### config.mk
export PLATFORM = sky130hd
export DESIGN_NAME = nds_async_fifo_rd_burst
export DESIGN_NICKNAME = d
export VERILOG_FILES = /design/src/rtl/nds_async_fifo_rd_burst.sv
export SDC_FILE = /design/constraint.sdc
export NUM_CORES = 1
export LEC_CHECK = 0
export CAP_MARGIN = 15
export CORE_MARGIN = 2
export CORE_UTILIZATION = 35
export CTS_CLUSTER_SIZE = 14
export DETAILED_ROUTE_END_ITERATION = 12
export PLACE_DENSITY = 0.64
export SYNTH_ARGS = -nofsm -noshare
export SYNTH_HDL_FRONTEND = slang
export SYNTH_SLANG_ARGS = --single-unit
### constraint.sdc
create_clock -name r_clk -period 3.1 [get_ports r_clk]
set_clock_uncertainty 0.1 [all_clocks]
set_input_delay 0.93 -clock r_clk [delete_from_list [all_inputs] [get_ports r_clk]]
set_output_delay 0.93 -clock r_clk [all_outputs]
set_load 0.02 [all_outputs]
### src/rtl/nds_async_fifo_rd_burst.sv
// Burst reader for the read side of an async FIFO: waits until a whole chunk is buffered,
// then streams it through a registered valid/ready output stage.
module nds_async_fifo_rd_burst #(
    parameter int unsigned DATA_WIDTH          = 32,
    parameter int unsigned POINTER_INDEX_WIDTH = 4,
    parameter int unsigned BURST_LEN           = 4,
    parameter int unsigned LEN_WIDTH           = 16
) (
    input  logic                           r_clk,
    input  logic                           r_reset,
    input  logic                           req_valid,
    input  logic [LEN_WIDTH-1:0]           req_len,
    output logic                           req_ready,
    input  logic                           abort,
    output logic                           done,
    output logic                           fifo_rd,
    input  logic [DATA_WIDTH-1:0]          fifo_rd_data,
    input  logic                           fifo_empty,
    input  logic [POINTER_INDEX_WIDTH-1:0] fifo_data_num,
    output logic                           fifo_clr,
    output logic                           out_valid,
    output logic [DATA_WIDTH-1:0]          out_data,
    output logic                           out_last,
    input  logic                           out_ready
);

    localparam int unsigned CMP_WIDTH =
        (LEN_WIDTH > POINTER_INDEX_WIDTH) ? LEN_WIDTH : POINTER_INDEX_WIDTH;
    localparam logic [LEN_WIDTH-1:0] BURST_LEN_L = LEN_WIDTH'(BURST_LEN);
    localparam logic [LEN_WIDTH-1:0] LEN_ONE     = {{(LEN_WIDTH-1){1'b0}}, 1'b1};

    typedef enum logic [2:0] {
        StIdle,
        StWait,
        StBurst,
        StDrain,
        StDone
    } state_e;

    state_e                  state_q, state_d;
    logic [LEN_WIDTH-1:0]    remain_q, remain_d;
    logic [LEN_WIDTH-1:0]    chunk_q, chunk_d;
    logic                    out_valid_q, out_valid_d;
    logic [DATA_WIDTH-1:0]   out_data_q, out_data_d;
    logic                    out_last_q, out_last_d;
    logic                    fifo_clr_q, fifo_clr_d;
    logic                    pop;
    logic                    beat_taken;
    logic [CMP_WIDTH-1:0]    num_ext;
    logic [CMP_WIDTH-1:0]    chunk_ext;

    function automatic logic [LEN_WIDTH-1:0] first_chunk(input logic [LEN_WIDTH-1:0] len);
        return (len < BURST_LEN_L) ? len : BURST_LEN_L;
    endfunction

    // Both operands zero-extended so the occupancy compare is unsigned at any width mix.
    assign num_ext   = CMP_WIDTH'(fifo_data_num);
    assign chunk_ext = CMP_WIDTH'(chunk_q);

    always_comb begin
        state_d     = state_q;
        remain_d    = remain_q;
        chunk_d     = chunk_q;
        out_valid_d = out_valid_q;
        out_data_d  = out_data_q;
        out_last_d  = out_last_q;
        fifo_clr_d  = 1'b0;
        pop         = 1'b0;
        beat_taken  = out_valid_q && out_ready;

        if (beat_taken) begin
            out_valid_d = 1'b0;
            out_last_d  = 1'b0;
        end

        if (abort && (state_q != StIdle)) begin
            state_d     = StIdle;
            remain_d    = '0;
            chunk_d     = '0;
            out_valid_d = 1'b0;
            out_last_d  = 1'b0;
            fifo_clr_d  = 1'b1;
        end else begin
            unique case (state_q)
                StIdle: begin
                    if (req_valid && !abort) begin
                        remain_d = req_len;
                        chunk_d  = first_chunk(req_len);
                        state_d  = (req_len != '0) ? StWait : StDone;
                    end
                end
                StWait: begin
                    if (num_ext >= chunk_ext) begin
                        state_d = StBurst;
                    end
                end
                StBurst: begin
                    pop = !fifo_empty && (!out_valid_q || out_ready);
                    if (pop) begin
                        remain_d    = remain_q - LEN_ONE;
                        chunk_d     = chunk_q - LEN_ONE;
                        out_valid_d = 1'b1;
                        out_data_d  = fifo_rd_data;
                        out_last_d  = (remain_q == LEN_ONE);
                        if (chunk_q == LEN_ONE) begin
                            if (remain_q != LEN_ONE) begin
                                state_d = StWait;
                                chunk_d = first_chunk(remain_q - LEN_ONE);
                            end else begin
                                state_d = StDrain;
                            end
                        end
                    end
                end
                StDrain: begin
                    if (beat_taken) begin
                        state_d = StDone;
                    end
                end
                StDone: begin
                    state_d = StIdle;
                end
                default: begin
                    state_d = StIdle;
                end
            endcase
        end
    end

    always_ff @(posedge r_clk) begin
        if (r_reset) begin
            state_q     <= StIdle;
            remain_q    <= '0;
            chunk_q     <= '0;
            out_valid_q <= 1'b0;
            out_data_q  <= '0;
            out_last_q  <= 1'b0;
            fifo_clr_q  <= 1'b0;
        end else begin
            state_q     <= state_d;
            remain_q    <= remain_d;
            chunk_q     <= chunk_d;
            out_valid_q <= out_valid_d;
            out_data_q  <= out_data_d;
            out_last_q  <= out_last_d;
            fifo_clr_q  <= fifo_clr_d;
        end
    end

    // A request offered alongside abort is refused, so ready drops with it.
    assign req_ready = (state_q == StIdle) && !abort;
    assign done      = (state_q == StDone);
    assign fifo_rd   = pop;
    assign fifo_clr  = fifo_clr_q;
    assign out_valid = out_valid_q;
    assign out_data  = out_data_q;
    assign out_last  = out_last_q;

endmodule

# == Yosys cells after proc, flatten, opt, wreduce, memory -nomap -nowiden ==
# Cells that the tools add are included.
# classes
order_cmp,3
n_eq_ne,12
n_reduce_logical,17
bitwise,1
muxes,27
add_sub_neg,2
# ops
cell,count
2-to-1 mux 16 bit,8
one-hot mux 16 bit (2 select lines),2
equality test 16 x 1 -> 1 bit (second input constant),2
less-than comparator 16 x 3 -> 1 bit (second input constant),2
subtractor 16 x 1 -> 16 bit (second input constant),2
2-to-1 mux 3 bit,6
greater-or-equal comparator 4 x 16 -> 1 bit,1
!= test 16 x 1 -> 1 bit (second input constant),1
nonzero test 16 bit,1
one-hot mux 3 bit (4 select lines),1
!= test 2 bit (second input constant),5
2-to-1 mux 1 bit,9
equality test 3 x 2 -> 1 bit (second input constant),2
AND reduction 3 bit,2
logical AND 1 bit,5
AND reduction 5 bit,1
equality test 3 x 1 -> 1 bit (second input constant),1
equality test 3 bit (second input constant),1
logical NOT 1 bit,3
logical NOT 3 bit,1
nonzero test 3 bit,1
2-to-1 mux 2 bit,1
nonzero test 2 bit,1
OR reduction 2 bit,1
2 further kinds,2
# totals
word_cells,69
in_bits,58
ff_bits,70

# == Longest topological paths before layout ==
# Gate-level depths: netlist of the first run.
# depth
ltp_word,7
ltp_mapped,10

# == Worst setup path before layout of the first run ==
# No wires, ideal clock.
# synth_timing
path_kind,register -> output
start,register state_q[2]
end,output fifo_rd
stages_incl_launch_ff,9
required_time_ns,2.070
setup_slack_ns,0.309
t_arrival_ns,1.761
cell_sequence,dfxtp_1 -> clkbuf_1 -> or3b_1 -> buf_2 -> nor3_2 -> nand2b_1 -> clkbuf_1 -> inv_2 -> buf_2
# synth_via
elab_chain_cells,3
# synth_rtl
element,line,source
start: declaration,40,"state_e state_q, state_d;"
start signal: assignment,132,state_q <= StIdle;
start signal: assignment,140,state_q <= state_d;
equality test 3 x 2 -> 1 bit / nonzero test 3 bit (equally long branches),"84, 76",
2-to-1 mux 1 bit / logical AND 1 bit (equally long branches),"84, 76",
2-to-1 mux 1 bit *,76,if (abort && (state_q != StIdle)) begin
end: declaration,16,"output logic fifo_rd,"
# Mark *: on every way between the ends. The rest lies on a longest branch, timed or not.

# == Worst setup path in the final report of the first run ==
# layout_timing
start,input abort
end,output req_ready
# layout_via
elab_chain_cells,2
# layout_rtl
element,line,source
start: declaration,14,"input logic abort,"
logical NOT 1 bit,151,assign req_ready = (state_q == StIdle) && !abort;
logical AND 1 bit,151,
end: declaration,13,"output logic req_ready,"
# Every way passes these cells.

==> results.sh, run 1 <==
export IMPL_ant_nets=0
export IMPL_ctsRootBufferMaster="clkbuf_8"
export IMPL_synth_seq_cells=70
export IMPL_grt_setup_unrepaired="false"
export IMPL_critical_path_slowest_cell="clkdlybuf4s50_1"
export IMPL_grtUsageTotal_pct=18.93
export IMPL_cp_start_kind="primary input"
export IMPL_ys_types=56
export IMPL_whs_ns=0.3582
export IMPL_worst_ep_arrival_time_ns=1.97
export IMPL_synth_async_reset_ratio_pct=0
export IMPL_port_buffers=95
export IMPL_drt_vias_per_instance=5.421
export IMPL_die_h_um=105.1
export IMPL_synth_flop_cell="dfxtp_1"
export IMPL_yosysSeqAreaShare_pct=39.20
export IMPL_area_growth_pct=39.52
export IMPL_fin_cells=711
export IMPL_crit_type="primary input to output pin"
export IMPL_relSlewSlack_pct=53.78
export IMPL_syn_area_per_cell_um2=7.590
export IMPL_cts_buffers=9
export IMPL_status="finished clean"
export IMPL_gp_congestion=0.8520
export IMPL_crit_path_max_fanout=5
export IMPL_finalCriticalPeriod_ns=2.998
export IMPL_routedWlPerCell_um=14.88
export IMPL_drtPass1Iterations=5
export IMPL_grt_pass1_vias=3441
export IMPL_slowest_delay_ns=0.48
export IMPL_rows=36
export IMPL_finalHoldViolations=0
export IMPL_slew_violations=0
export IMPL_period_share_pct=96.72
export IMPL_grt_overflow_total=0
export IMPL_cts_clk_slew_worst_paths_ns=0.08
export IMPL_yosys_area_share_adder_pct=2.800
export IMPL_ir_drop_v=0.0002263
export IMPL_nets=639
export IMPL_grt_max_degree=34
export IMPL_fin_util_pct=50.56
export IMPL_clock_sinks=70
export IMPL_path_cells="clkdlybuf4s50_1, nor4_1, dlygate4sd2_1"
export IMPL_synthTopCellsByArea="dfxtp_1 (39%), nand2_1 (9.7%), a21oi_1 (7.4%), nor2_1 (4.9%), nor4_1 (3.0%)"
export IMPL_post_synth_top_area_fraction_pct=39.20
export IMPL_netlist_area_um2=3575
export IMPL_max_freq_mhz=333.5
export IMPL_crit_required_ns=2.07
export IMPL_h_tree_depth=3
export IMPL_p_leak_nw=1.819
export IMPL_worstHoldPathType="register to register"
export IMPL_yosys_warnings=0
export IMPL_drive_above_1_share_pct=8.997
export IMPL_end_kind="output pin"
export IMPL_coreArea_um2=9864
export IMPL_dieArea_um2=11040
export IMPL_powerDensity_nw_per_um2=574.4
export IMPL_syn_num_nets=537
export IMPL_maxCapViolCount=0
export IMPL_drc_errors=0
export IMPL_total_power_mw=2.865
export IMPL_drt_initial_drc_count=248
export IMPL_grt_pass1_wl_mm=17.15
export IMPL_synthXorXnorAreaFrac_pct=2.450
export IMPL_die_w_um=105.1
export IMPL_synth_compound_area_share_pct=20.86
export IMPL_drt_wl_total_mm=10.58
export IMPL_finalSetupViolations=0
export IMPL_synth_area_mux_share_pct=0
export IMPL_synth_edff_count=0
export IMPL_tritoncts="yes"
export IMPL_ios=96
export IMPL_place_inst=695
export IMPL_tns_ns=0
export IMPL_synthCells=471
export IMPL_n_antenna_cell=0
export IMPL_vias=3854
export IMPL_yosys_area_share_simple_pct=30.00
export IMPL_cts_max_path_buffers=2
export IMPL_hpwlAfterDp_mm=7.826
export IMPL_tightestPinTransition_ns=0.6869
export IMPL_antenna_found_initial=0
export IMPL_clkLatencyLatePin_ns=0.34
export IMPL_post_cts_setup_buffers=0
export IMPL_synth_area_leader_cell="dfxtp_1"
export IMPL_initial_utilization_pct=36.24
export IMPL_ctsHoldBuffers=0
export IMPL_synth_top_family_by_area="simple AND/OR/NAND/NOR gates"
-- synthesized netlist by cell type, types with 4 or more instances --
cell,instances
buf_2,8
inv_1,8
and3_1,5
nand4_1,4
a21oi_1,53
or3_1,7
o21ai_0,7
nor2_1,47
nor3_1,16
a222oi_1,4
nand2b_1,6
o21ai_1,14
dfxtp_1,70
ha_1,8
nor4_1,17
nand3_1,8
xor2_1,7
clkbuf_1,21
a221oi_1,4
a31oi_1,10
nand2_1,92
-- worst paths after layout --
| path | from | to | slack [ns] | depth (start not counted) |
|---|---|---|---|---|
| max | abort | req_ready | 0.10 | 3 |
| min | out_data[16] | out_data[16] | 0.36 | 2 |
| max reg2reg | remain_q[0] | chunk_ext[2] | 0.38 | 8 |
| min reg2reg | out_data[16] | out_data[16] | 0.36 | 2 |
-- cell families (layout without fill, tap and decap cells) --
kind of cell               after synthesis  count (layout)
AOI/OAI and AO/OA                      119             119
xor gates and xnor gates                10              10
adders and majority gates                8               8
buffers and inverters                   40             147
DFF                                     70              70
and+or+nand+nor                        224             224
-- through the flow --
stage                     worst slack [ns]  area (µm²)
final                               0.1018        4987
after global routing               0.05530        4987
after detailed placement           -0.4559        4773
after floorplan                     0.3092        3575
after CTS                          -0.1004        4971
after global placement             -0.4422        4773
-- flip-flops by register name, indices dropped and copies added (netlist names) --
name	cells
out_valid	1
fifo_clr	1
chunk_ext	16
out_data	32
remain_q	16
state_q	3
out_last	1
-- routing by layer --
layer	wire, µm	GRT usage, %	up-vias	part of all wire [%]
li1	-	-	1885	-
met5	0	0	-	0
met4	144	6.667	0	1.4
met2	5059	30.84	160	48
met3	695	2.807	13	6.6
met1	4683	25.44	1796	44
-- cells in the final DEF (no fill, tap or decap), drive strengths merged, types with 4 or more instances in the layout --
master         instances
and3                   5
nor4                  18
a221oi                 4
a222oi                 4
or3                    7
o21ai                 22
clkbuf                10
nor3                  17
a21oi                 53
a31oi                 10
nand2                 93
nand3                  8
clkdlybuf4s50         92
ha                     8
nand4                  4
inv                   10
dfxtp                 70
nor2                  47
nand2b                 6
buf                   28
xor2                   7
-- cell type report --
cell class	count	area (µm²)
Timing Repair Buffer	122	1169
Clock buffer	10	127.6
Multi-Input combinational cell	361	2019
Inverter	9	33.78
Clock inverter	6	70.07
Sequential cell	70	1401
Fill cell	953	4877
Tap cell	133	166.4
-- worst max-delay path: cells and delay by family --
| family | cells | cell delay [ns] |
|---|---|---|
| buffers and inverters | 2 | 0.85 |
| AND/OR/NAND/NOR | 1 | 0.18 |
-- power breakdown --
part | switching [mW] | total [mW] | internal, mW
logic | 0.590 | 1.03 | 0.437
clock network | 0.373 | 0.749 | 0.376
registers | 0.106 | 1.09 | 0.983
total | 1.07 | 2.86 | 1.80
-- timing repair --
action,CTS,global route
gates resized for setup,4,7
setup endpoints to repair,2,2
pin swaps,0,1
Note: power is estimated with default switching activity, not from simulation.
==> run 2: changes to the inputs <==
- CTS_BUF_LIST: unset -> sky130_fd_sc_hd__clkbuf_2 sky130_fd_sc_hd__clkbuf_4 sky130_fd_sc_hd__clkbuf_8
==> results.sh, run 2 (synthesis results as in run 1) <==
export IMPL_crit_path_max_fanout=5
export IMPL_end_kind="output pin"
export IMPL_gp_congestion=0.8520
export IMPL_h_tree_depth=3
export IMPL_cts_buffers=9
export IMPL_finalSetupViolations=0
export IMPL_ios=96
export IMPL_tritoncts="yes"
export IMPL_ctsRootBufferMaster="clkbuf_8"
export IMPL_dieArea_um2=11040
export IMPL_drtPass1Iterations=5
export IMPL_antenna_found_initial=0
export IMPL_slew_violations=0
export IMPL_cp_start_kind="primary input"
export IMPL_powerDensity_nw_per_um2=575.6
export IMPL_rows=36
export IMPL_power_frac_comb_pct=35.8
export IMPL_cell_internal_pwr_mw=1.805
export IMPL_nFillCells=951
export IMPL_multiInputGateArea_um2=2019
export IMPL_ctsHoldBuffers=0
export IMPL_initial_utilization_pct=36.24
export IMPL_swShare_pct=37.17
export IMPL_drt_wl_total_mm=10.55
export IMPL_die_w_um=105.1
export IMPL_crit_type="primary input to output pin"
export IMPL_post_cts_setup_buffers=0
export IMPL_pwr_share_clk_pct=26.3
export IMPL_drt_initial_drc_count=246
export IMPL_maxCapViolCount=0
export IMPL_area_growth_pct=39.62
export IMPL_seqPwrFrac_pct=37.9
export IMPL_relSlewSlack_pct=54.66
export IMPL_worst_ep_arrival_time_ns=1.97
export IMPL_vias=3858
export IMPL_finalCriticalPeriod_ns=3.000
export IMPL_drc_errors=0
export IMPL_nets=639
export IMPL_largest_reg_flops=32
export IMPL_max_freq_mhz=333.4
export IMPL_grt_setup_unrepaired="false"
export IMPL_grt_pass1_vias=3449
export IMPL_n_antenna_cell=0
export IMPL_worstHoldPathType="register to register"
export IMPL_finalHoldViolations=0
export IMPL_grtUsageTotal_pct=18.91
export IMPL_setup_ws_ns=0.1005
export IMPL_fin_cells=711
export IMPL_status="finished clean"
export IMPL_hpwlAfterDp_mm=7.826
export IMPL_post_place_ws_ns=-0.4559
export IMPL_die_h_um=105.1
export IMPL_routedWlPerCell_um=14.84
export IMPL_tns_ns=0
export IMPL_clock_sinks=70
export IMPL_p_leak_nw=1.823
export IMPL_coreArea_um2=9864
export IMPL_place_inst=695
export IMPL_grt_pass1_wl_mm=17.13
export IMPL_grt_overflow_total=0
export IMPL_period_share_pct=96.76
export IMPL_crit_required_ns=2.07
export IMPL_clkLatencyLatePin_ns=0.34
export IMPL_ir_drop_v=0.0002264
export IMPL_drt_vias_per_instance=5.426
export IMPL_cts_max_path_buffers=2
export IMPL_drive_above_1_share_pct=9.170
export IMPL_most_common_layout_cells="nand2_1 (92), clkdlybuf4s50_1 (92), dfxtp_1 (70)"
export IMPL_regArea_um2=1401
export IMPL_cts_clk_slew_worst_paths_ns=0.08
export IMPL_tightestPinTransition_ns=0.6738
export IMPL_grt_max_degree=34
export IMPL_port_buffers=95
export IMPL_switching_power_mw=1.068
export IMPL_ant_nets=0
-- run 2: worst paths after layout --
kind / start / end / slack, ns / cells past startpoint
worst max register to register: remain_q[0] / chunk_ext[2] / 0.39 / 8
worst min-delay path: out_data[10] / out_data[10] / 0.36 / 2
worst max-delay path: abort / req_ready / 0.10 / 3
worst min register to register: out_data[10] / out_data[10] / 0.36 / 2
-- run 2: per-layer routing --
metal	vias up	track usage (%)	share of wire, %
met5	-	0	0
met4	0	6.667	1.4
met3	13	2.807	5.7
met2	154	30.89	48
met1	1802	25.32	45
li1	1889	-	-
-- run 2: final cells by class --
class / count / share of cell area [%]
multi-input cells: 361 / 40.46
flip-flops and latches: 70 / 28.08
repair buffers: 122 / 23.41
well taps: 133 / 3.334
clock buffers: 10 / 2.632
clock inverters: 6 / 1.404
inverters: 9 / 0.6769
-- run 2: timing repair --
action                     4_1_cts  5_1_grt
setup endpoints to repair        2        2
pin swaps                        0        1
gates resized for setup          4        7
gates cloned                     0        0
-- run 2: critical path, cell delays in order --
cell,delay [ns]
clkdlybuf4s50_1,0.48
nor4_1,0.18
dlygate4sd2_1,0.38
-- run 2: power groups by stage --
stage	sequential [mW]	clock, mW	combinational, mW
after global routing	1.11	0.817	1.15
final	1.09	0.756	1.03
after CTS	1.09	0.775	1.02
after global placement	1.10	0	0.998
after detailed placement	1.11	0	1.01
after floorplan	1.08	0	0.697
-- run 2: per-stage QoR --
stage	instance area [µm²]	power, mW	util (%)	hold WS (ns)
global placement	4773	2.102	48.39	0.3424
detailed placement	4773	2.120	48.39	0.3469
global route	4991	3.071	50.60	0.3778
CTS	4975	2.879	50.43	0.3582
finish	4991	2.873	50.60	0.3575
floorplan	3575	1.780	-	0.3387
==> run 3: changes to the inputs <==
- CORE_MARGIN: 2 -> 1
==> results.sh, run 3 (synthesis results as in run 1) <==
export IMPL_grt_overflow_total=0
export IMPL_crit_type="primary input to output pin"
export IMPL_gp_congestion=0.8732
export IMPL_clkLatencyLatePin_ns=0.34
export IMPL_rows=36
export IMPL_r2r_cells=8
export IMPL_most_common_layout_cells="nand2_1 (92), clkdlybuf4s50_1 (92), dfxtp_1 (70)"
export IMPL_startpoint="fifo_empty"
export IMPL_grtUsageTotal_pct=19.63
export IMPL_cp_start_kind="primary input"
export IMPL_switching_power_mw=1.045
export IMPL_drt_initial_drc_count=173
export IMPL_worst_ep_arrival_time_ns=1.98
export IMPL_period_share_pct=97.20
export IMPL_coreArea_um2=9819
export IMPL_grt_pass1_vias=3447
export IMPL_setup_ws_ns=0.08685
export IMPL_finalSetupViolations=0
export IMPL_h_tree_depth=3
export IMPL_drtPass1Iterations=5
export IMPL_clock_sinks=70
export IMPL_routedWlPerCell_um=14.63
export IMPL_drt_wl_total_mm=10.43
export IMPL_dieArea_um2=10620
export IMPL_grt_pass1_wl_mm=16.24
export IMPL_tightestPinTransition_ns=0.6777
export IMPL_cts_max_path_buffers=2
export IMPL_vias=3781
export IMPL_die_h_um=103.1
export IMPL_place_inst=697
export IMPL_ant_nets=0
export IMPL_seqPwrFrac_pct=36.9
export IMPL_min_path_cells=2
export IMPL_max_freq_mhz=331.9
export IMPL_fin_cells=713
export IMPL_total_power_mw=2.952
export IMPL_powerDensity_nw_per_um2=588.7
export IMPL_end_kind="output pin"
export IMPL_drt_vias_per_instance=5.303
export IMPL_grt_setup_unrepaired="false"
export IMPL_slew_violations=0
export IMPL_hold_end="out_data[26]"
export IMPL_swShare_pct=35.41
export IMPL_tritoncts="yes"
export IMPL_reg2reg_slack_ns=0.42
export IMPL_timing_rr_end="chunk_ext[2]"
export IMPL_ctsHoldBuffers=0
export IMPL_maxCapViolCount=0
export IMPL_grt_max_degree=34
export IMPL_initial_utilization_pct=36.40
export IMPL_nFillCells=1012
export IMPL_worstHoldStart="out_data[26]"
export IMPL_antenna_found_initial=0
export IMPL_ctsRootBufferMaster="clkbuf_8"
export IMPL_drive_above_1_share_pct=9.310
export IMPL_port_buffers=95
export IMPL_ir_drop_v=0.0002794
export IMPL_largest_reg_flops=32
export IMPL_cell_internal_pwr_mw=1.907
export IMPL_p_leak_nw=1.854
export IMPL_cts_clk_slew_worst_paths_ns=0.07
export IMPL_die_w_um=103.1
export IMPL_worstHoldPathType="register to register"
export IMPL_relSlewSlack_pct=54.40
export IMPL_drc_errors=0
export IMPL_cts_buffers=9
export IMPL_pwr_share_clk_pct=28.4
export IMPL_ios=96
export IMPL_area_growth_pct=40.29
export IMPL_nets=641
export IMPL_post_place_ws_ns=-0.4430
export IMPL_fin_util_pct=51.07
export IMPL_finalCriticalPeriod_ns=3.013
export IMPL_power_frac_comb_pct=34.7
export IMPL_reg2reg_from="remain_q[0]"
export IMPL_crit_path_max_fanout=2
export IMPL_crit_required_ns=2.07
export IMPL_hpwlAfterDp_mm=7.664
export IMPL_n_antenna_cell=0
export IMPL_finalHoldViolations=0
export IMPL_status="finished clean"
-- run 3: changes by cell type in the layout (fill, tap and decap cells not counted), sizes merged --
cell	previous run	this run
buf	28	30
bufinv	1	2
clkinv	1	3
clkinvlp	3	0
-- run 3: worst max-delay path, stage by stage --
cell,delay (ns)
clkdlybuf4s50_1,0.48
nor3_2,0.26
nand2b_1,0.12
inv_2,0.08
buf_6,0.12
-- run 3: power groups by stage --
stage / registers [mW] / clock network [mW] / logic [mW]
final: 1.09 / 0.837 / 1.02
after global routing: 1.11 / 0.893 / 1.13
after CTS: 1.09 / 0.857 / 1.02
after detailed placement: 1.11 / 0 / 1.02
after global placement: 1.10 / 0 / 1.01
after floorplan: 1.08 / 0 / 0.697
-- run 3: per-stage QoR --
stage | cell area (µm²) | hold WS, ns | setup TNS, ns
CTS | 5004 | 0.3576 | 0
global route | 5015 | 0.3706 | 0
global placement | 4788 | 0.3419 | -1.282
detailed placement | 4788 | 0.3472 | -1.925
floorplan | 3575 | 0.3387 | 0
finish | 5015 | 0.3535 | 0
-- run 3: how the worst max path moves through the flow --
stage / endpoint / slack [ns]
floorplan: fifo_rd / 0.31
global placement: fifo_rd / -0.43
detailed placement: fifo_rd / -0.44
CTS: fifo_rd / 0.02
global route: fifo_rd / 0.02
finish: fifo_rd / 0.09
-- run 3: layer usage --
layer | vias up | part of all wire, % | global-route usage (%)
met3 | 13 | 5.7 | 4.000
met2 | 111 | 48 | 32.21
met1 | 1771 | 45 | 24.88
li1 | 1886 | - | -
met4 | 0 | 1.6 | 8.776
met5 | - | 0 | 0
-- run 3: repair_timing --
item | 4_1_cts | 5_1_grt
pin swaps | 0 | 1
gates resized for setup | 5 | 5
setup endpoints to repair | 2 | 1
cloned | 0 | 0
setup buffers | 0 | 0
-- run 3: final cells by class --
type                            instances  area [µm²]  share of cell area, %
Clock inverter                          6       83.83                  1.672
Sequential cell                        70        1401                  27.94
Timing Repair Buffer                  124        1184                  23.60
Inverter                                9       33.78                 0.6737
Tap cell                              133       166.4                  3.318
Multi-Input combinational cell        361        2008                  40.04
Clock buffer                           10       137.6                  2.745
